**config.mk**
```make
export PLATFORM = sky130hd
export DESIGN_NAME = valid_dirty_array
export DESIGN_NICKNAME = d
export VERILOG_FILES = /design/src/rtl/valid_dirty_array.sv
export SDC_FILE = /design/constraint.sdc
export NUM_CORES = 1
export LEC_CHECK = 0
export ABC_AREA = 1
export CELL_PAD_IN_SITES_DETAIL_PLACEMENT = 1
export CELL_PAD_IN_SITES_GLOBAL_PLACEMENT = 2
export CORE_MARGIN = 10
export CORE_UTILIZATION = 31
export CTS_CLUSTER_SIZE = 16
export DETAILED_ROUTE_END_ITERATION = 8
export PLACE_DENSITY = 0.88
export SETUP_SLACK_MARGIN = 0.2
export SLEW_MARGIN = 30
export SYNTH_ARGS = -nofsm -noshare
export SYNTH_HDL_FRONTEND = slang
export SYNTH_SLANG_ARGS = --single-unit
```
**constraint.sdc**
```tcl
create_clock -name clk -period 1.67 [get_ports clk]
set_input_delay 0.4175 -clock clk [delete_from_list [all_inputs] [get_ports clk]]
set_output_delay 0.4175 -clock clk [all_outputs]
set_load 0.01 [all_outputs]
```
**src/rtl/valid_dirty_array.sv**
```systemverilog
// Per-line valid/dirty flops for a set-associative cache, read combinationally by set index.
// Line fill/clear takes effect on the next edge; invalidate-all sweeps one set per cycle and holds off writes while busy.
module valid_dirty_array #(
    parameter int NUM_SETS   = 4,
    parameter int NUM_WAYS   = 2,
    parameter int IDX_W      = $clog2(NUM_SETS),
    parameter bit INIT_VALID = 1'b0
) (
    input  logic                clk,
    input  logic                reset,
    input  logic [IDX_W-1:0]    rd_index,
    output logic [NUM_WAYS-1:0] valid_out,
    output logic [NUM_WAYS-1:0] dirty_out,
    input  logic                wr_en,
    input  logic [IDX_W-1:0]    wr_index,
    input  logic [NUM_WAYS-1:0] wr_way,
    input  logic                wr_dirty,
    input  logic                clr_en,
    input  logic                inv_req,
    output logic                inv_busy,
    output logic                inv_done,
    output logic                wr_ready
);

    typedef enum logic {
        IDLE  = 1'b0,
        SWEEP = 1'b1
    } state_e;

    localparam logic [IDX_W-1:0] LAST_SET = IDX_W'(NUM_SETS - 1);

    state_e                             state_q, state_d;
    logic [IDX_W-1:0]                   cnt_q, cnt_d;
    logic                               done_q, done_d;
    logic [NUM_SETS-1:0][NUM_WAYS-1:0]  valid_q, valid_d;
    logic [NUM_SETS-1:0][NUM_WAYS-1:0]  dirty_q, dirty_d;

    always_comb begin
        state_d = state_q;
        cnt_d   = cnt_q;
        done_d  = 1'b0;
        valid_d = valid_q;
        dirty_d = dirty_q;
        case (state_q)
            IDLE: begin
                // Invalidate wins over a simultaneous fill of the same lines.
                if (clr_en) begin
                    valid_d[wr_index] = valid_q[wr_index] & ~wr_way;
                    dirty_d[wr_index] = dirty_q[wr_index] & ~wr_way;
                end else if (wr_en) begin
                    valid_d[wr_index] = valid_q[wr_index] | wr_way;
                    dirty_d[wr_index] = (dirty_q[wr_index] & ~wr_way)
                                      | (wr_way & {NUM_WAYS{wr_dirty}});
                end
                if (inv_req) begin
                    state_d = SWEEP;
                    cnt_d   = '0;
                end
            end
            SWEEP: begin
                valid_d[cnt_q] = '0;
                dirty_d[cnt_q] = '0;
                cnt_d          = cnt_q + 1'b1;
                if (cnt_q == LAST_SET) begin
                    state_d = IDLE;
                    done_d  = 1'b1;
                end
            end
            default: state_d = IDLE;
        endcase
    end

    always_ff @(posedge clk) begin
        if (!reset) begin
            state_q <= IDLE;
            cnt_q   <= '0;
            done_q  <= 1'b0;
            valid_q <= {NUM_SETS{{NUM_WAYS{INIT_VALID}}}};
            dirty_q <= '0;
        end else begin
            state_q <= state_d;
            cnt_q   <= cnt_d;
            done_q  <= done_d;
            valid_q <= valid_d;
            dirty_q <= dirty_d;
        end
    end

    assign valid_out = valid_q[rd_index];
    assign dirty_out = dirty_q[rd_index];
    assign inv_busy  = (state_q == SWEEP);
    assign wr_ready  = (state_q == IDLE);
    assign inv_done  = done_q;

endmodule

```
==> summary.txt, run 1 <==
Run status
  • Status: complete, no violations

Hold path
  • Hold/Removal Path Class: reg -> reg
  • Hold wc startpoint: valid_q[6]
  • Hold path depth: 2
  • Hold worst-path end: valid_q[6]

Setup path
  • Slowest cell on the critical path: dfxtp_2
  • FF-to-FF Start: inv_busy
  • Crit path DAT: 1060 ps
  • FF-to-FF End: dirty_q[6]
  • CP Capture Type: primary output
  • R2r worst-path depth: 8
  • WP data required: 1250 ps
  • CP Max Fanout: 2
  • Startpoint types: register
  • Worst Path Buf+Inv: 2
  • Register-to-register setup slack: approximately 320 ps
  • Cell Chain, Critical Path: inv_2, a21oi_2, o21ai_1, o21ai_1, buf_2
  • Top delay family on crit path: flip-flops
  • Most frequent CP cell: o21ai_1
  • Critical path depth: 5
  • Crit path kind: reg -> out
  • Delay of the slowest critical-path stage: 340 ps

Route
  • Routed WL: 4190 um
  • Per-cell routed wire length: ~15 um
  • # DRC: 0
  • Post-DR vias/cell: 4.95
  • Vias: 1350
  • DRT iter0 DRCs: slightly below 50
  • First-pass iteration count of the detailed router: 3
  • ANT nets after route: 0

Logic synthesis
  • Xor and xnor area share after synthesis: 0%
  • Yosys top cell area share: 32.4%
  • Syn Area/Cell: 6.58 um^2
  • Warnings from Yosys: 0
  • Syn Nets: 204
  • Post-synth cell types: 25
  • Main area contributors after synthesis: dfxtp_1, nand2_1, a21oi_1
  • Largest family of logic cells by synthesized area: simple AND/OR/NAND/NOR gates
  • Synthesized instance count: 188
  • Sequential share of the synthesized area: 32.4%
  • Post-synthesis mux area share: 0%
  • Mapped Area: 0.00124 mm^2
  • Cell taking the most area after synthesis: dfxtp_1
  • Complex-gate fraction of the synthesized area: 17.5%
  • Adder-Cell Fraction of Synth Area: 4.05%
  • #FFs+latches synth: 20
  • Post-synthesis simple-gate area fraction: a little under two fifths

Layout
  • Layout cells sized above 1: 27.6%
  • Commonest non-fill, non-tap cell in the layout: nand2_1
  • Nets: 242
  • Most frequent cells in the layout: nand2_1, nor2_1, nand3_1, a21oi_1, buf_4
  • Area delta synth->final: 35.4%
  • Ant. Diodes: 0
  • Post-route cell area: roughly 0.0017 mm^2

Timing
  • Least-Margin Pin Slew: 246 ps
  • Setup violators final: 0
  • Setup_tns: 0 ps
  • Fmax: around 0.68 GHz
  • Min Tclk post-route: 1480 ps
  • Clk_skew: 5.68 ps
  • Final worst-path cycle share: between 80% and 90%
  • Max-slew violations: 0
  • Setup repair after global routing missed its margin: true
  • Hold Fails Final Rpt: 0
  • Relative slew slack: 83.6%

Job
  • Max-cap violations: 0

Clock tree
  • CTS tree: built
  • Cts bufs inserted: 3
  • Clock buffer depth: 2
  • Hold Buf Count CTS: 0
  • Reg clk slew, reported paths: 90 ps
  • Clock sink count: 20
  • Skew-Pair Late Insertion Delay: between 200 and 300 ps
  • CTS HTree Levels: 1
  • Root Driver: clkbuf_8

Floorplan
  • Row count: 22
  • Die width: 83.2 um
  • Core area: 0.00377 mm^2
  • Die Ht: 83.2 um
  • Die area: 0.00691 mm^2
  • Initial Util: 32.8%
  • Io pins: 19

Place
  • Gpl congestion: 0.890
  • Detailed Place HPWL: 3410 um
  • DP Area: around 0.0016 mm^2
  • PortBufs: 18

Global route
  • Initial antenna violation count: 0
  • Vias in the first global route: 1478
  • GR Util All Layers: 12.2%
  • Largest net degree at the start of global routing: 15
  • Grt ovf: 0
  • First-pass GRT wire length: 7180 um

Power
  • Leak pwr: 0.747 nW
  • Power Density: 776 mW/mm^2
  • Worst VDD drop: 560 uV
[Yosys cell counts, drive strengths merged]
cell type  count
a211oi         1
a21oi         21
buf            1
clkbuf         1
clkinv         3
dfxtp         20
ha             4
inv           23
nand2         44
nand3         20
nand4          2
nor2          27
nor3           4
o21ai         13
o21bai         2
o22ai          2
[power by group]
| group | switching [mW] | internal [mW] |
|---|---|---|
| logic | 0.162 | 0.113 |
| clock network | 0.184 | 0.320 |
| registers | 0.0219 | 0.499 |
[layout make-up]
| type | count | area, um^2 |
|---|---|---|
| clock buffers | 3 | 41.3 |
| clock inverters | 1 | 30.0 |
| multi-input cells | 140 | 749 |
| flip-flops and latches | 20 | 407 |
| well taps | 48 | 60.1 |
| inverters | 26 | 103 |
| fillers | 496 | 2100 |
| repair buffers | 35 | 284 |
[cell families (layout without fill, tap and decap cells)]
family          after synthesis  count (layout)
buf+inv                      28              65
fa+ha+maj                     4               4
compound gates               39              39
flops                        20              20
simple gates                 97              97
[worst max-delay path by stage]
stage | startpoint | end | slack [ps]
6_report | dirty_q[5] | dirty_out[1] | 190
5_1_grt | dirty_q[4] | dirty_out[0] | 100
4_1_cts | dirty_q[4] | dirty_out[0] | 130
3_5_place_dp | rd_index[0] | dirty_out[0] | -700
3_3_place_gp | rd_index[0] | dirty_out[1] | -650
2_1_floorplan | rd_index[0] | dirty_out[0] | 330
[worst min-delay path, cell delays in order, from the launching register on]
cell and delay [ps]:
dfxtp_1 340, nand2_1 70, a21oi_1 60
[stage by stage]
| stage | utilization (%) | setup slack [ps] | power [mW] | instances | hold WS, ps |
|---|---|---|---|---|---|
| after floorplan | - | 334 | 0.666 | 188 | 453 |
| after global placement | 41.7 | -646 | 0.789 | 267 | 473 |
| after detailed placement | 41.7 | -696 | 0.801 | 267 | 489 |
| after CTS | 43.8 | 127 | 1.30 | 273 | 504 |
| after global routing | 44.4 | 103 | 1.37 | 273 | 528 |
| final | 44.4 | 194 | 1.30 | 273 | 504 |
[state kept, by name (all words and copies together), names as in the netlist]
name	count
inv_busy	1
inv_done	1
dirty_q	8
valid_q	8
cnt_q	2
[per-layer routing]
layer | wire, um | vias up | track usage (%)
met2 | 2030 | 20 | 21.0
met5 | 0 | - | 0
met1 | 1960 | 639 | 14.5
met4 | 67 | 0 | 3.85
li1 | - | 683 | -
met3 | 133 | 8 | 2.64
[what timing repair did]
action | in CTS | in global routing
resized for setup | 51 | 10
pin swaps | 3 | 1
endpoints found under the setup margin | 23 | 15
buffers inserted | 2 | 0
No activity file was read; power rests on OpenSTA's default activity.
==> run 2, diff against run 1 <==
==> constraint.sdc (replaced) <==
create_clock -name clk -period 1.7 [get_ports clk]
set_input_delay 0.425 -clock clk [delete_from_list [all_inputs] [get_ports clk]]
set_output_delay 0.425 -clock clk [all_outputs]
set_load 0.01 [all_outputs]
==> run 2 against run 1 <==
  * Sequential share of layout area rose by 0.15 points
  * Critical endpoint unchanged
  * Die area did not move
  * Sequential power fell by 2%
  * Worst hold slack got worse by 7.5 ps
  * Cell count fell by 0.73%
  * Highest routed layer unchanged
==> summary.txt, run 2 (synthesized netlist as in run 1, its figures left out) <==
Setup path
  • CP Capture Type: primary output
  • Startpoint types: register
  • Crit path DAT: 1100 ps
  • WP data required: approximately 1300 ps
  • Crit path kind: reg -> out
  • Register-to-register setup slack: approximately 340 ps
  • FF-to-FF Start: inv_busy
  • FF-to-FF End: valid_q[3]
  • R2r worst-path depth: 8
  • CP Max Fanout: 2

Route
  • # DRC: 0
  • ANT nets after route: 0
  • Routed WL: around 4500 um
  • First-pass iteration count of the detailed router: 4
  • DRT iter0 DRCs: 61
  • Post-DR vias/cell: 5.20
  • Per-cell routed wire length: roughly 16 um
  • Vias: 1410

Clock tree
  • CTS HTree Levels: 1
  • Skew-Pair Late Insertion Delay: 270 ps
  • Clock buffer depth: 2
  • Cts bufs inserted: 3
  • Clock sink count: 20
  • Root Driver: clkbuf_8
  • Reg clk slew, reported paths: about 80 ps
  • CTS tree: built

Layout
  • Most frequent cells in the layout: nand2_1, nor2_1, a21oi_1, nand3_1, inv_1
  • Footprint of the multi-input gates: 761 um^2
  • Ant. Diodes: 0
  • Largest registers: dirty_q: 8 flops, valid_q: 8 flops, cnt_q: 2 flops
  • Nets: 240
  • Layout cells sized above 1: between 20% and 30%
  • Commonest non-fill, non-tap cell in the layout: nand2_1
  • Register area: 407 um^2
  • Fillers: 507
  • Area delta synth->final: 34.6%

Timing
  • Relative slew slack: 83.3%
  • Fmax: roughly 0.65 GHz
  • Clk_skew: 5.58 ps
  • Post-route setup slack: 170 ps
  • Setup repair after global routing missed its margin: true
  • Setup_tns: 0 ps
  • Hold Fails Final Rpt: 0
  • Setup violators final: 0
  • Least-Margin Pin Slew: between 200 and 300 ps
  • Max-slew violations: 0
  • Min Hold Slack: 497 ps
  • Final worst-path cycle share: 90.0%
  • Min Tclk post-route: roughly 1500 ps

Hold path
  • Hold worst-path end: dirty_q[5]
  • Hold path depth: 2
  • Hold wc startpoint: dirty_q[5]
  • Hold/Removal Path Class: reg -> reg

Floorplan
  • Core area: 0.00377 mm^2
  • Die area: slightly below 0.007 mm^2
  • Initial Util: 32.8%
  • Die Ht: 83.2 um
  • Row count: 22
  • Io pins: 19
  • Die width: just over 80 um

Global route
  • First-pass GRT wire length: 7380 um
  • Vias in the first global route: ~1500
  • GR Util All Layers: 12.5%
  • Initial antenna violation count: 0
  • Grt ovf: 0
  • Largest net degree at the start of global routing: 15

Place
  • Detailed Place HPWL: 3490 um
  • Pre-CTS WS: -751 ps
  • Gpl congestion: 0.890
  • PortBufs: 18

Job
  • Max-cap violations: 0

Run status
  • Status: complete, no violations

Power
  • Worst VDD drop: 308 uV
  • Leak pwr: 0.731 nW
  • Power Density: 768 mW/mm^2
==> run 2: what timing repair did <==
item,4_1_cts,5_1_grt
setup buffers,1,0
endpoints found under the setup margin,23,10
gates resized for setup,48,11
pin swaps,2,1
hold buffers,0,0
==> run 2: how the worst max path moves through the flow <==
| stage | start | cells after the start | end |
|---|---|---|---|
| 3_5_place_dp | rd_index[0] | 6 | dirty_out[1] |
| 2_1_floorplan | rd_index[0] | 4 | dirty_out[0] |
| 6_report | dirty_q[5] | 5 | dirty_out[1] |
| 3_3_place_gp | rd_index[0] | 6 | dirty_out[1] |
| 5_1_grt | dirty_q[5] | 5 | dirty_out[1] |
| 4_1_cts | dirty_q[5] | 5 | dirty_out[1] |
==> run 2: area by class of cell <==
class | instances | area share (%)
Multi-Input combinational cell | 140 | 45.7
Sequential cell | 20 | 24.4
Clock buffer | 3 | 2.48
Inverter | 26 | 6.17
Clock inverter | 1 | 1.80
Tap cell | 48 | 3.61
Timing Repair Buffer | 33 | 15.8
==> run 2: critical path, stage by stage (launching register included) <==
cell and delay (ps):
dfxtp_2 340, inv_2 60, a21oi_2 120, o21ai_1 90, o21ai_1 90, buf_2 150
==> run 2: routing by layer <==
| metal | vias to the layer above | share of wire [%] | wire length (um) | global-route usage, % |
|---|---|---|---|---|
| li1 | 682 | - | - | - |
| met1 | 692 | 45 | 1990 | 15.0 |
| met2 | 32 | 51 | 2280 | 22.3 |
| met3 | 4 | 3.6 | 161 | 2.34 |
| met4 | 0 | 0.56 | 25 | 2.77 |
| met5 | - | 0 | 0 | 0 |
==> run 2: metrics by stage <==
step           utilization (%)  instance area (um^2)  cells  total power [mW]
2_1_floorplan                -                  1240    188             0.655
3_3_place_gp              41.5                  1570    266             0.774
5_1_grt                   44.1                  1660    271              1.33
4_1_cts                   43.3                  1630    271              1.27
3_5_place_dp              41.5                  1570    266             0.787
6_report                  44.1                  1660    271              1.28
==> run 2: power by group <==
part	leakage (nW)	switching, mW	internal (mW)
combinational	0.530	0.163	0.108
sequential	0.165	0.0211	0.490
clock	0.0357	0.180	0.315
